## src/rtl/csi_pkg.sv

```systemverilog
// csi_pkg: shared CSI-2 packet constants for the packet parser and header ECC.
// Holds data-type codes, header field offsets/widths and parser state encodings.
// No ports; imported with import csi_pkg::*.
package csi_pkg;

  // Short-packet data types
  localparam logic [5:0] DT_FS        = 6'h00;
  localparam logic [5:0] DT_FE        = 6'h01;
  localparam logic [5:0] DT_LS        = 6'h02;
  localparam logic [5:0] DT_LE        = 6'h03;
  localparam logic [5:0] DT_SHORT_MAX = 6'h0F;

  // Header layout: DI=[7:0] (VC=[7:6], DT=[5:0]), WC=[23:8], ECC=[31:24]
  localparam int HDR_DT_LSB  = 0;
  localparam int HDR_DT_W    = 6;
  localparam int HDR_VC_LSB  = 6;
  localparam int HDR_VC_W    = 2;
  localparam int HDR_WC_LSB  = 8;
  localparam int HDR_WC_W    = 16;
  localparam int HDR_ECC_LSB = 24;
  localparam int HDR_PROT_W  = 24;  // bits covered by the ECC
  localparam int ECC_W       = 6;

  // Remaining-byte counter: WC + 2 CRC bytes needs 17 bits
  localparam int REM_W = 17;

  // Parser states
  localparam logic [0:0] ST_WAIT    = 1'b0;
  localparam logic [0:0] ST_PAYLOAD = 1'b1;

endpackage

```

## src/rtl/csi_header_ecc.sv

```systemverilog
// csi_header_ecc: CSI-2 6-bit Hamming ECC over the 24 protected header bits.
// Ports: i_hdr [23:0] header DI+WC, o_ecc [5:0] computed parity. Purely combinational.
// Only instantiated when CSI_ECC_CHECK_EN is defined.
module csi_header_ecc
  import csi_pkg::*;
(
  input  logic [HDR_PROT_W-1:0] i_hdr,
  output logic [ECC_W-1:0]      o_ecc
);

  // Each parity bit is the XOR of the header bits selected by its mask.
  localparam logic [HDR_PROT_W-1:0] P0_MASK = 24'hF12CB7;
  localparam logic [HDR_PROT_W-1:0] P1_MASK = 24'hF2555B;
  localparam logic [HDR_PROT_W-1:0] P2_MASK = 24'h749A6D;
  localparam logic [HDR_PROT_W-1:0] P3_MASK = 24'hB8E38E;
  localparam logic [HDR_PROT_W-1:0] P4_MASK = 24'hDF03F0;
  localparam logic [HDR_PROT_W-1:0] P5_MASK = 24'hEFFC00;

  assign o_ecc[0] = ^(i_hdr & P0_MASK);
  assign o_ecc[1] = ^(i_hdr & P1_MASK);
  assign o_ecc[2] = ^(i_hdr & P2_MASK);
  assign o_ecc[3] = ^(i_hdr & P3_MASK);
  assign o_ecc[4] = ^(i_hdr & P4_MASK);
  assign o_ecc[5] = ^(i_hdr & P5_MASK);

endmodule

```

## src/rtl/csi_packet_parser.sv

```systemverilog
// csi_packet_parser: decodes CSI-2 packet headers from the word combiner, tracks
// long-packet length and emits payload words with byte counts and a last flag.
// Ports: i_clock/i_reset(sync, high)/i_enable, i_data/i_data_enable/i_data_frame
// from the combiner; o_wait_for_sync/o_packet_done back to it; o_payload* stream;
// o_data_type/o_word_count/o_vsync/o_in_frame/o_in_line status; o_err_abort/o_err_ecc.
// Latency: header fields and short-packet done 1 cycle; payload 1 cycle, 2 when the
// last payload word waits for a CRC-only word. Optional macro: CSI_ECC_CHECK_EN.
module csi_packet_parser
  import csi_pkg::*;
#(
  parameter logic [1:0] VC = 2'd0
)
(
  input  logic        i_clock,
  input  logic        i_reset,
  input  logic        i_enable,
  input  logic [31:0] i_data,
  input  logic        i_data_enable,
  input  logic        i_data_frame,
  output logic        o_wait_for_sync,
  output logic        o_packet_done,
  output logic [31:0] o_payload,
  output logic        o_payload_enable,
  output logic [2:0]  o_payload_bytes,
  output logic        o_payload_last,
  output logic [5:0]  o_data_type,
  output logic [15:0] o_word_count,
  output logic        o_vsync,
  output logic        o_in_frame,
  output logic        o_in_line,
  output logic        o_err_abort,
  output logic        o_err_ecc
);

  logic [0:0]       r_state;
  logic [REM_W-1:0] r_remaining;
  logic             r_vc_hit;
  logic             r_hold_vld;
  logic [31:0]      r_hold_dat;
  logic [2:0]       r_hold_bytes;
  logic             r_packet_done, r_payload_enable, r_payload_last;
  logic [31:0]      r_payload;
  logic [2:0]       r_payload_bytes;
  logic [5:0]       r_data_type;
  logic [15:0]      r_word_count;
  logic             r_vsync, r_in_frame, r_in_line, r_err_abort, r_err_ecc;

  logic [HDR_DT_W-1:0] w_dt;
  logic [HDR_VC_W-1:0] w_vc;
  logic [HDR_WC_W-1:0] w_wc;
  logic                w_vc_hit;
  logic                w_ecc_ok;
  logic [2:0]          w_pb;
  logic                w_final;
  logic                w_hold;
  logic [REM_W-1:0]    w_rem_next;

  assign w_dt     = i_data[HDR_DT_LSB +: HDR_DT_W];
  assign w_vc     = i_data[HDR_VC_LSB +: HDR_VC_W];
  assign w_wc     = i_data[HDR_WC_LSB +: HDR_WC_W];
  assign w_vc_hit = (w_vc == VC);

`ifdef CSI_ECC_CHECK_EN
  logic [ECC_W-1:0] w_ecc_calc;
  csi_header_ecc u_ecc (
    .i_hdr (i_data[HDR_PROT_W-1:0]),
    .o_ecc (w_ecc_calc)
  );
  assign w_ecc_ok = (w_ecc_calc == i_data[HDR_ECC_LSB +: ECC_W]);
`else
  assign w_ecc_ok = 1'b1;
`endif

  // Payload bytes in the current word: remaining minus the 2 CRC bytes, clamped to 0..4.
  always_comb begin
    w_pb = 3'd0;
    if (r_remaining >= 17'd6)
      w_pb = 3'd4;
    else if (r_remaining > 17'd2)
      w_pb = r_remaining[2:0] - 3'd2;
  end

  assign w_final    = (r_remaining <= 17'd4);
  assign w_rem_next = w_final ? '0 : r_remaining - 17'd4;
  // The word after this one holds only CRC, so this word is the last payload word but
  // is held until that CRC word confirms the packet completed.
  assign w_hold     = !w_final && (w_rem_next <= 17'd2);

  always_ff @(posedge i_clock) begin
    if (i_reset) begin
      r_state          <= ST_WAIT;
      r_remaining      <= '0;
      r_vc_hit         <= 1'b0;
      r_hold_vld       <= 1'b0;
      r_hold_dat       <= '0;
      r_hold_bytes     <= '0;
      r_packet_done    <= 1'b0;
      r_payload_enable <= 1'b0;
      r_payload_last   <= 1'b0;
      r_payload        <= '0;
      r_payload_bytes  <= '0;
      r_data_type      <= '0;
      r_word_count     <= '0;
      r_vsync          <= 1'b0;
      r_in_frame       <= 1'b0;
      r_in_line        <= 1'b0;
      r_err_abort      <= 1'b0;
      r_err_ecc        <= 1'b0;
    end else if (i_enable) begin
      r_packet_done    <= 1'b0;
      r_payload_enable <= 1'b0;
      r_payload_last   <= 1'b0;
      r_vsync          <= 1'b0;
      r_err_abort      <= 1'b0;
      r_err_ecc        <= 1'b0;
      case (r_state)
        ST_WAIT: begin
          if (i_data_frame && i_data_enable) begin
            if (!w_ecc_ok) begin
              // Rejected header: release the combiner, touch nothing else.
              r_err_ecc     <= 1'b1;
              r_packet_done <= 1'b1;
            end else begin
              r_data_type  <= w_dt;
              r_word_count <= w_wc;
              r_vc_hit     <= w_vc_hit;
              if (w_dt <= DT_SHORT_MAX) begin
                r_packet_done <= 1'b1;
                if (w_vc_hit) begin
                  case (w_dt)
                    DT_FS: begin
                      r_vsync    <= 1'b1;
                      r_in_frame <= 1'b1;
                    end
                    DT_FE:   r_in_frame <= 1'b0;
                    DT_LS:   r_in_line  <= 1'b1;
                    DT_LE:   r_in_line  <= 1'b0;
                    default: ;
                  endcase
                end
              end else begin
                r_remaining <= {1'b0, w_wc} + 17'd2;
                if (w_vc_hit)
                  r_in_line <= 1'b1;
                r_state <= ST_PAYLOAD;
              end
            end
          end
        end
        default: begin
          if (!i_data_frame) begin
            // Truncated packet: a held word is dropped, no last flag, no done.
            r_state     <= ST_WAIT;
            r_err_abort <= 1'b1;
            r_remaining <= '0;
            r_hold_vld  <= 1'b0;
          end else if (i_data_enable) begin
            r_remaining <= w_rem_next;
            if (r_hold_vld) begin
              // Only the CRC-only final word can follow a held word.
              r_hold_vld       <= 1'b0;
              r_payload_enable <= 1'b1;
              r_payload        <= r_hold_dat;
              r_payload_bytes  <= r_hold_bytes;
              r_payload_last   <= 1'b1;
            end else if ((w_pb != 3'd0) && r_vc_hit) begin
              if (w_hold) begin
                r_hold_vld   <= 1'b1;
                r_hold_dat   <= i_data;
                r_hold_bytes <= w_pb;
              end else begin
                r_payload_enable <= 1'b1;
                r_payload        <= i_data;
                r_payload_bytes  <= w_pb;
                r_payload_last   <= w_final;
              end
            end
            if (w_final) begin
              r_packet_done <= 1'b1;
              r_state       <= ST_WAIT;
              if (r_vc_hit)
                r_in_line <= 1'b0;
            end
          end
        end
      endcase
    end
  end

  assign o_wait_for_sync  = (r_state == ST_WAIT);
  assign o_packet_done    = r_packet_done;
  assign o_payload        = r_payload;
  assign o_payload_enable = r_payload_enable;
  assign o_payload_bytes  = r_payload_bytes;
  assign o_payload_last   = r_payload_last;
  assign o_data_type      = r_data_type;
  assign o_word_count     = r_word_count;
  assign o_vsync          = r_vsync;
  assign o_in_frame       = r_in_frame;
  assign o_in_line        = r_in_line;
  assign o_err_abort      = r_err_abort;
  assign o_err_ecc        = r_err_ecc;

endmodule

```

## config.mk

```make
export PLATFORM = sky130hd
export DESIGN_NAME = csi_packet_parser
export DESIGN_NICKNAME = d
export VERILOG_FILES = /design/src/rtl/csi_pkg.sv /design/src/rtl/csi_header_ecc.sv /design/src/rtl/csi_packet_parser.sv
export SDC_FILE = /design/constraint.sdc
export NUM_CORES = 1
export LEC_CHECK = 0
export CAP_MARGIN = 10
export CORE_MARGIN = 2
export CORE_UTILIZATION = 37
export CTS_CLUSTER_DIAMETER = 120
export CTS_CLUSTER_SIZE = 10
export DETAILED_ROUTE_END_ITERATION = 6
export GPL_TIMING_DRIVEN = 0
export PLACE_DENSITY = 0.6
export SYNTH_ARGS = -nofsm -noshare
export SYNTH_HDL_FRONTEND = slang
export SYNTH_SLANG_ARGS = --single-unit
```

## constraint.sdc

```tcl
create_clock -name i_clock -period 7.7 [get_ports i_clock]
set_input_delay 1.925 -clock i_clock [delete_from_list [all_inputs] [get_ports i_clock]]
set_output_delay 1.925 -clock i_clock [all_outputs]
set_load 0.005 [all_outputs]
```

==> reports/qor.yml, run 1 <==
clocking:
  ctsResizeCount: 0
  cts_tree: "yes"
  post_cts_buffers: 0
  htreeDepth: 4
  clockBufferDepth: 2
  cts_buffers: 17
  cts_sinks: 119
  cts-root-buf: "clkbuf_16"
  cts_hold_buf: 0
  clkTransAtPathRegs_ps: 60
  insertion_delay_ps: 410
timing:
  slew_violations: 0
  fin_hold_ws_ps: 457.6
  finalSetupViolCount: 0
  finalSetupTns_ps: 0
  finalHoldViolCount: 0
  rsz0062_at_grt: "no"
  worstMarginPinSlew_ps: 939.8
  min_period_over_period_pct: 50.93
  relSlewSlack_pct: 36.93
  finClkSkew_ps: 7.929
  fmax_ghz: 0.2550
  fin_crit_ps: 3921
detailed_routing:
  wirelength_um: 17890
  vias: 5444
  ant_nets: 0
  drt_pass1_iterations: 5
  drtIter0Drc: 337
  drc: 0
  routedWlPerCell_um: 17.37
  via_per_inst: 5.285
synthesis:
  ys_warn_count: 0
  syn_avg_cell_area_um2: 8.660
  ys_ff_latch: 119
  ys_seq_area_share_pct: 40.10
  synthCells: 686
  syn-num-nets: 730
  synthFlopType: "dfxtp_1"
  synth_edf_count: 0
  syn_area_um2: 5941
  synth.distinct_cells: 55
  async_flop_share_pct: 0
global_routing:
  grt_pass1_wl_um: 28180
  grt_max_degree: 17
  grt_pass1_vias: 5179
  antenna_found_initial: 0
  grt.total_usage_pct: 21.72
  grt_overflow: 0
min_path:
  hold_class: "reg -> reg"
  min-delay-start: "o_data_type[4]"
  whs_endpoint: "o_data_type[4]"
  hold_depth: 2
layout:
  fin_area_um2: 7722
  area_growth_pct: 29.99
  layoutNonFillerInstCount: 1030
  layout-drive-gt1-share_pct: 10.07
  n_antenna_cell: 0
  fin_nets: 845
floorplanning:
  die_h_um: 130.7
  io_pins: 103
  rows: 46
  start_util_pct: 37.67
  fp.coreArea_um2: 15770
  dieWidth_um: 130.7
  die_area_um2: 17090
setup_path:
  worstSetupEndpointType: "register"
  timing.rr.start: "r_remaining[11]"
  worst-r2r-cell-count: 11
  startpoint: "i_enable"
  path_class: "in -> reg"
  arrival_ps: 4200
  r2r-end: "o_payload[19]"
  r2r_slack_ps: 4190
  crit_fanout: 10
  start_kind: "primary input"
  worstPathRequired_ps: 7970
placed_design:
  dp_hpwl_um: 13470
  dp_cells: 998
  gp_congestion: 0.8963
  post_dp_cell_area_um2: 7172
  port-buffer-count: 96
power:
  vdd_drop_max_uv: 144.3
  power.total_mw: 1.548
  p_per_area_nw_per_um2: 200.4
  power_leakage_nw: 2.505
outcome:
  status: "completed"
flow_run:
  maxCapViolations: 0
## synth_stat cells (11+ instances only)
cell / instances / area, um2
nand2b_1: 42 / 262.8
inv_1: 45 / 168.9
o31ai_1: 33 / 247.7
mux2i_1: 34 / 340.3
nor3_1: 12 / 60.06
clkbuf_1: 42 / 157.7
o21ai_0: 20 / 100.1
dfxtp_1: 119 / 2382
nand2_1: 67 / 251.5
nand3_1: 11 / 55.05
a21oi_1: 45 / 225.2
a221oi_2: 30 / 450.4
nor2_1: 75 / 281.5
## cell families after synthesis
group                    count (synthesis)  share of synthesized area (%)
multiplexers                            34                          5.729
adder cells (fa/ha/maj)                  7                          1.474
flip-flops                             119                          40.10
buffers and inverters                  100                          7.982
other                                    1                        0.06312
XOR/XNOR                                15                          2.212
AO/OA/AOI/OAI                          172                          23.13
AND/OR/NAND/NOR                        238                          19.31
## area by class of cell
type,count,area [um2]
Fill cell,1518,8048
Multi-Input combinational cell,467,3084
Sequential cell,119,2382
Timing Repair Buffer,96,960.9
Clock buffer,19,452.9
Buffer,55,305.3
Tap cell,216,270.3
Inverter,45,168.9
Clock inverter,13,97.59
## registers in the layout, indices dropped and copies added (netlist names)
signal            count
o_err_abort           1
o_packet_done         1
r_hold_bytes          3
o_word_count         16
o_in_line             1
r_hold_dat           32
o_payload_last        1
o_vsync               1
o_payload            32
r_vc_hit              1
o_payload_enable      1
o_data_type           6
o_in_frame            1
o_payload_bytes       3
r_hold_vld            1
r_state               1
r_remaining          17
## where the power goes
group	leakage [nW]	total (mW)	switching, mW	internal [mW]
clock network	0.262	0.733	0.303	0.430
logic	1.28	0.178	0.111	0.0663
registers	0.961	0.636	0.0103	0.626
## worst max path at each step
stage | end | slack [ps] | cells past startpoint
2_1_floorplan | r_remaining[14] | 4390 | 8
3_3_place_gp | r_remaining[11] | 3330 | 9
3_5_place_dp | r_remaining[11] | 3380 | 9
4_1_cts | r_remaining[5] | 3800 | 9
5_1_grt | r_remaining[5] | 3610 | 9
6_report | r_remaining[5] | 3780 | 9
## worst max-delay path, stage by stage
cell	delay, ps
clkdlybuf4s50_1	570
inv_1	170
a21oi_1	230
o21a_1	160
clkbuf_1	340
clkbuf_1	400
o21ai_0	180
a22oi_1	170
nor2_1	60
## layer usage
layer,GRT usage (%),part of all wire [%]
met5,0,0
met4,7.134,1.7
met3,4.397,5.1
met2,35.54,47
met1,28.84,46
## cells in the final DEF (no fill, tap or decap), types with 8 or more instances in the layout
master	Yosys	final
a21oi_1	45	45
a221oi_2	30	30
a22oi_1	8	8
buf_6	8	8
clkbuf_1	42	42
clkbuf_16	0	17
clkdlybuf4s50_1	0	96
dfxtp_1	119	119
inv_1	45	45
mux2i_1	34	34
nand2_1	67	67
nand2b_1	42	42
nand3_1	11	11
nor2_1	75	75
nor3_1	12	12
o21ai_0	20	20
o31ai_1	33	33
xnor2_1	8	8
## stage by stage
stage | utilization [%] | setup slack, ps
after floorplan | - | 4389
final | 48.97 | 3779
after global routing | 48.97 | 3609
after detailed placement | 45.48 | 3383
after CTS | 48.97 | 3804
after global placement | 45.48 | 3331
Power figures use the tool's default switching activity.
==> inputs of run 2 (changes only) <==
--- a/config.mk
+++ b/config.mk
@@ -12,7 +12,7 @@
 export CTS_CLUSTER_SIZE = 10
 export DETAILED_ROUTE_END_ITERATION = 6
 export GPL_TIMING_DRIVEN = 0
-export PLACE_DENSITY = 0.6
+export PLACE_DENSITY = 0.63
 export SYNTH_ARGS = -nofsm -noshare
 export SYNTH_HDL_FRONTEND = slang
 export SYNTH_SLANG_ARGS = --single-unit
==> constraint.sdc (replaced) <==
create_clock -name i_clock -period 3.2 [get_ports i_clock]
set_input_delay 0.8 -clock i_clock [delete_from_list [all_inputs] [get_ports i_clock]]
set_output_delay 0.8 -clock i_clock [all_outputs]
set_load 0.005 [all_outputs]
==> run 2 against run 1 <==
  * Count of clock-buffer cells in the layout is 2 lower
  * Critical path type is now reg -> reg
  * Largest power group unchanged
  * Critical endpoint is now o_payload[31]
  * Highest routed layer unchanged
  * Largest cell class unchanged
  * Final cell count is 0.19% higher
  * Clock power grew to 2.8 times the previous value
  * Critical path depth did not move
  * Power rose to 2.6 times the previous value
  * Clock skew about the same
==> reports/qor.yml, run 2 (synthesis results as in run 1) <==
timing:
  min_period_over_period_pct: 96.47
  finalHoldViolCount: 0  # unchanged
  timing.final.ws_setup_ps: 113.1  # -3666 ps
  relSlewSlack_pct: 42.04  # +5.1 points
  fmax_ghz: 0.3239
  fin_hold_ws_ps: 452.6  # -4.987 ps
  finalSetupViolCount: 0  # unchanged
  worstMarginPinSlew_ps: 869.4  # -70.37 ps
  finalSetupTns_ps: 0  # unchanged
  slew_violations: 0  # unchanged
  finClkSkew_ps: 8.193  # +0.2642 ps
  fin_crit_ps: 3087
  rsz0062_at_grt: "no"
global_routing:
  grt_pass1_vias: 5135  # -0.85%
  grt_pass1_wl_um: 27520  # -2.3%
  grt.total_usage_pct: 21.29  # -0.43 points
  grt_max_degree: 17  # unchanged
  antenna_found_initial: 0  # unchanged
  grt_overflow: 0  # unchanged
setup_path:
  path_common_cell: "or3_4"
  worst-r2r-cell-count: 9  # -2
  crit_chain: "or3_4, or3_4, or4_1, or4_4, o21ba_1, buf_4, nand2_8, buf_8, a221oi_2"
  crit_fanout: 10  # unchanged
  slowest_delay_ps: 560  # about the same
  path_delay_family: "simple AND/OR/NAND/NOR gates"
  cp.depth: 9  # unchanged
  arrival_ps: 3350  # -850 ps
  r2r_slack_ps: 110  # -4080 ps
  cp_slowest_cell: "or4_4"
  worstSetupEndpointType: "register"
  path_buf_inv: 2  # -2
  worstPathRequired_ps: 3460  # -4510 ps
  path_class: "reg -> reg"
  start_kind: "register"
detailed_routing:
  drtIter0Drc: 349  # +3.6%
  via_per_inst: 5.267  # -0.34%
  routedWlPerCell_um: 16.95  # -2.4%
  wirelength_um: 17500  # -2.2%
  ant_nets: 0  # unchanged
  drt_pass1_iterations: 7  # +2
  drc: 0  # unchanged
  vias: 5436  # -0.15%
floorplanning:
  dieWidth_um: 130.7  # unchanged
  die_area_um2: 17090  # unchanged
  die_h_um: 130.7  # unchanged
  start_util_pct: 37.67  # unchanged
  fp.coreArea_um2: 15770  # unchanged
  io_pins: 103  # unchanged
  rows: 46  # unchanged
layout:
  final_cell_mix: "115 x dfxtp_1, 96 x clkdlybuf4s50_1, 75 x nor2_1"
  area_growth_pct: 33.30
  utilization_pct: 50.21  # +1.2 points
  layout-drive-gt1-share_pct: 11.89  # +1.8 points
  fillCellCount: 1527  # +0.59%
  layoutNonFillerInstCount: 1032  # +0.19%
  final_common_cell: "dfxtp_1"
  fin_nets: 847  # +0.24%
  fin_area_um2: 7919  # +2.5%
  n_antenna_cell: 0  # unchanged
clocking:
  cts_hold_buf: 0  # unchanged
  cts_buffers: 17  # unchanged
  clkTransAtPathRegs_ps: 60  # about the same
  cts_tree: "yes"
  cts-root-buf: "clkbuf_16"
  clockBufferDepth: 2  # unchanged
  cts_sinks: 119  # unchanged
  htreeDepth: 4  # unchanged
  insertion_delay_ps: 430  # +20 ps
power:
  power_leakage_nw: 2.567  # +2.4%
  power.total_mw: 3.996  # +160%
  p_per_area_nw_per_um2: 504.6  # +150%
  vdd_drop_max_uv: 410.6  # +180%
placed_design:
  dp_cells: 998  # unchanged
  post_dp_cell_area_um2: 7172  # unchanged
  dp_hpwl_um: 12630  # -6.2%
  dp_slack_ps: -121.7  # -3505 ps
  gp_congestion: 0.8766  # -2.2%
  port-buffer-count: 96  # unchanged
min_path:
  hold_depth: 2  # unchanged
  hold_class: "reg -> reg"
flow_run:
  maxCapViolations: 0  # unchanged
outcome:
  status: "completed"
==> run 2: cell count changes in the layout (fill, tap and decap cells not counted), sizes merged <==
cell,change
buf,+4
clkbuf,-4
bufinv,+3
clkinv,-1
clkinvlp,-1
inv,+1
==> run 2: power by group <==
group	internal, mW	leakage, nW	switching (mW)	total [mW]
Sequential	1.51	0.964	0.0287	1.54
Combinational	0.174	1.31	0.270	0.444
Clock	1.24	0.294	0.774	2.02
==> run 2: what timing repair did <==
| item | CTS | global route |
|---|---|---|
| setup buffers | 5 | 0 |
| gates resized for setup | 15 | 4 |
| endpoints found under the setup margin | 51 | 72 |
| pin swaps | 5 | 1 |
| cloned | 1 | 0 |
==> run 2: worst min-delay path: cells and delay by family, from the launching register on <==
kind	cells	cell delay (ps)
flops	1	300
simple gates	1	50
compound gates	1	50
==> run 2: final timing paths <==
path                                startpoint        endpoint
worst max-delay path            r_remaining[9]   o_payload[31]
worst min-delay path            o_data_type[5]  o_data_type[5]
worst max register to register  r_remaining[9]   o_payload[31]
worst min register to register  o_data_type[5]  o_data_type[5]
==> run 2: layout make-up <==
type,count,area (um2),area share (%)
multi-input cells,467,3136,39.60
well taps,216,270.3,3.413
repair buffers,102,1039,13.11
inverters,45,168.9,2.133
flip-flops and latches,119,2392,30.21
clock inverters,15,196.4,2.481
plain buffers,51,291.5,3.681
clock buffers,17,425.4,5.372
==> run 2: metal layers <==
layer / global-route usage [%] / vias up / share of wire (%)
li1: - / 2665 / -
met1: 28.11 / 2540 / 45
met2: 33.39 / 195 / 45
met3: 5.130 / 36 / 6.6
met4: 9.011 / 0 / 2.5
met5: 0 / - / 0
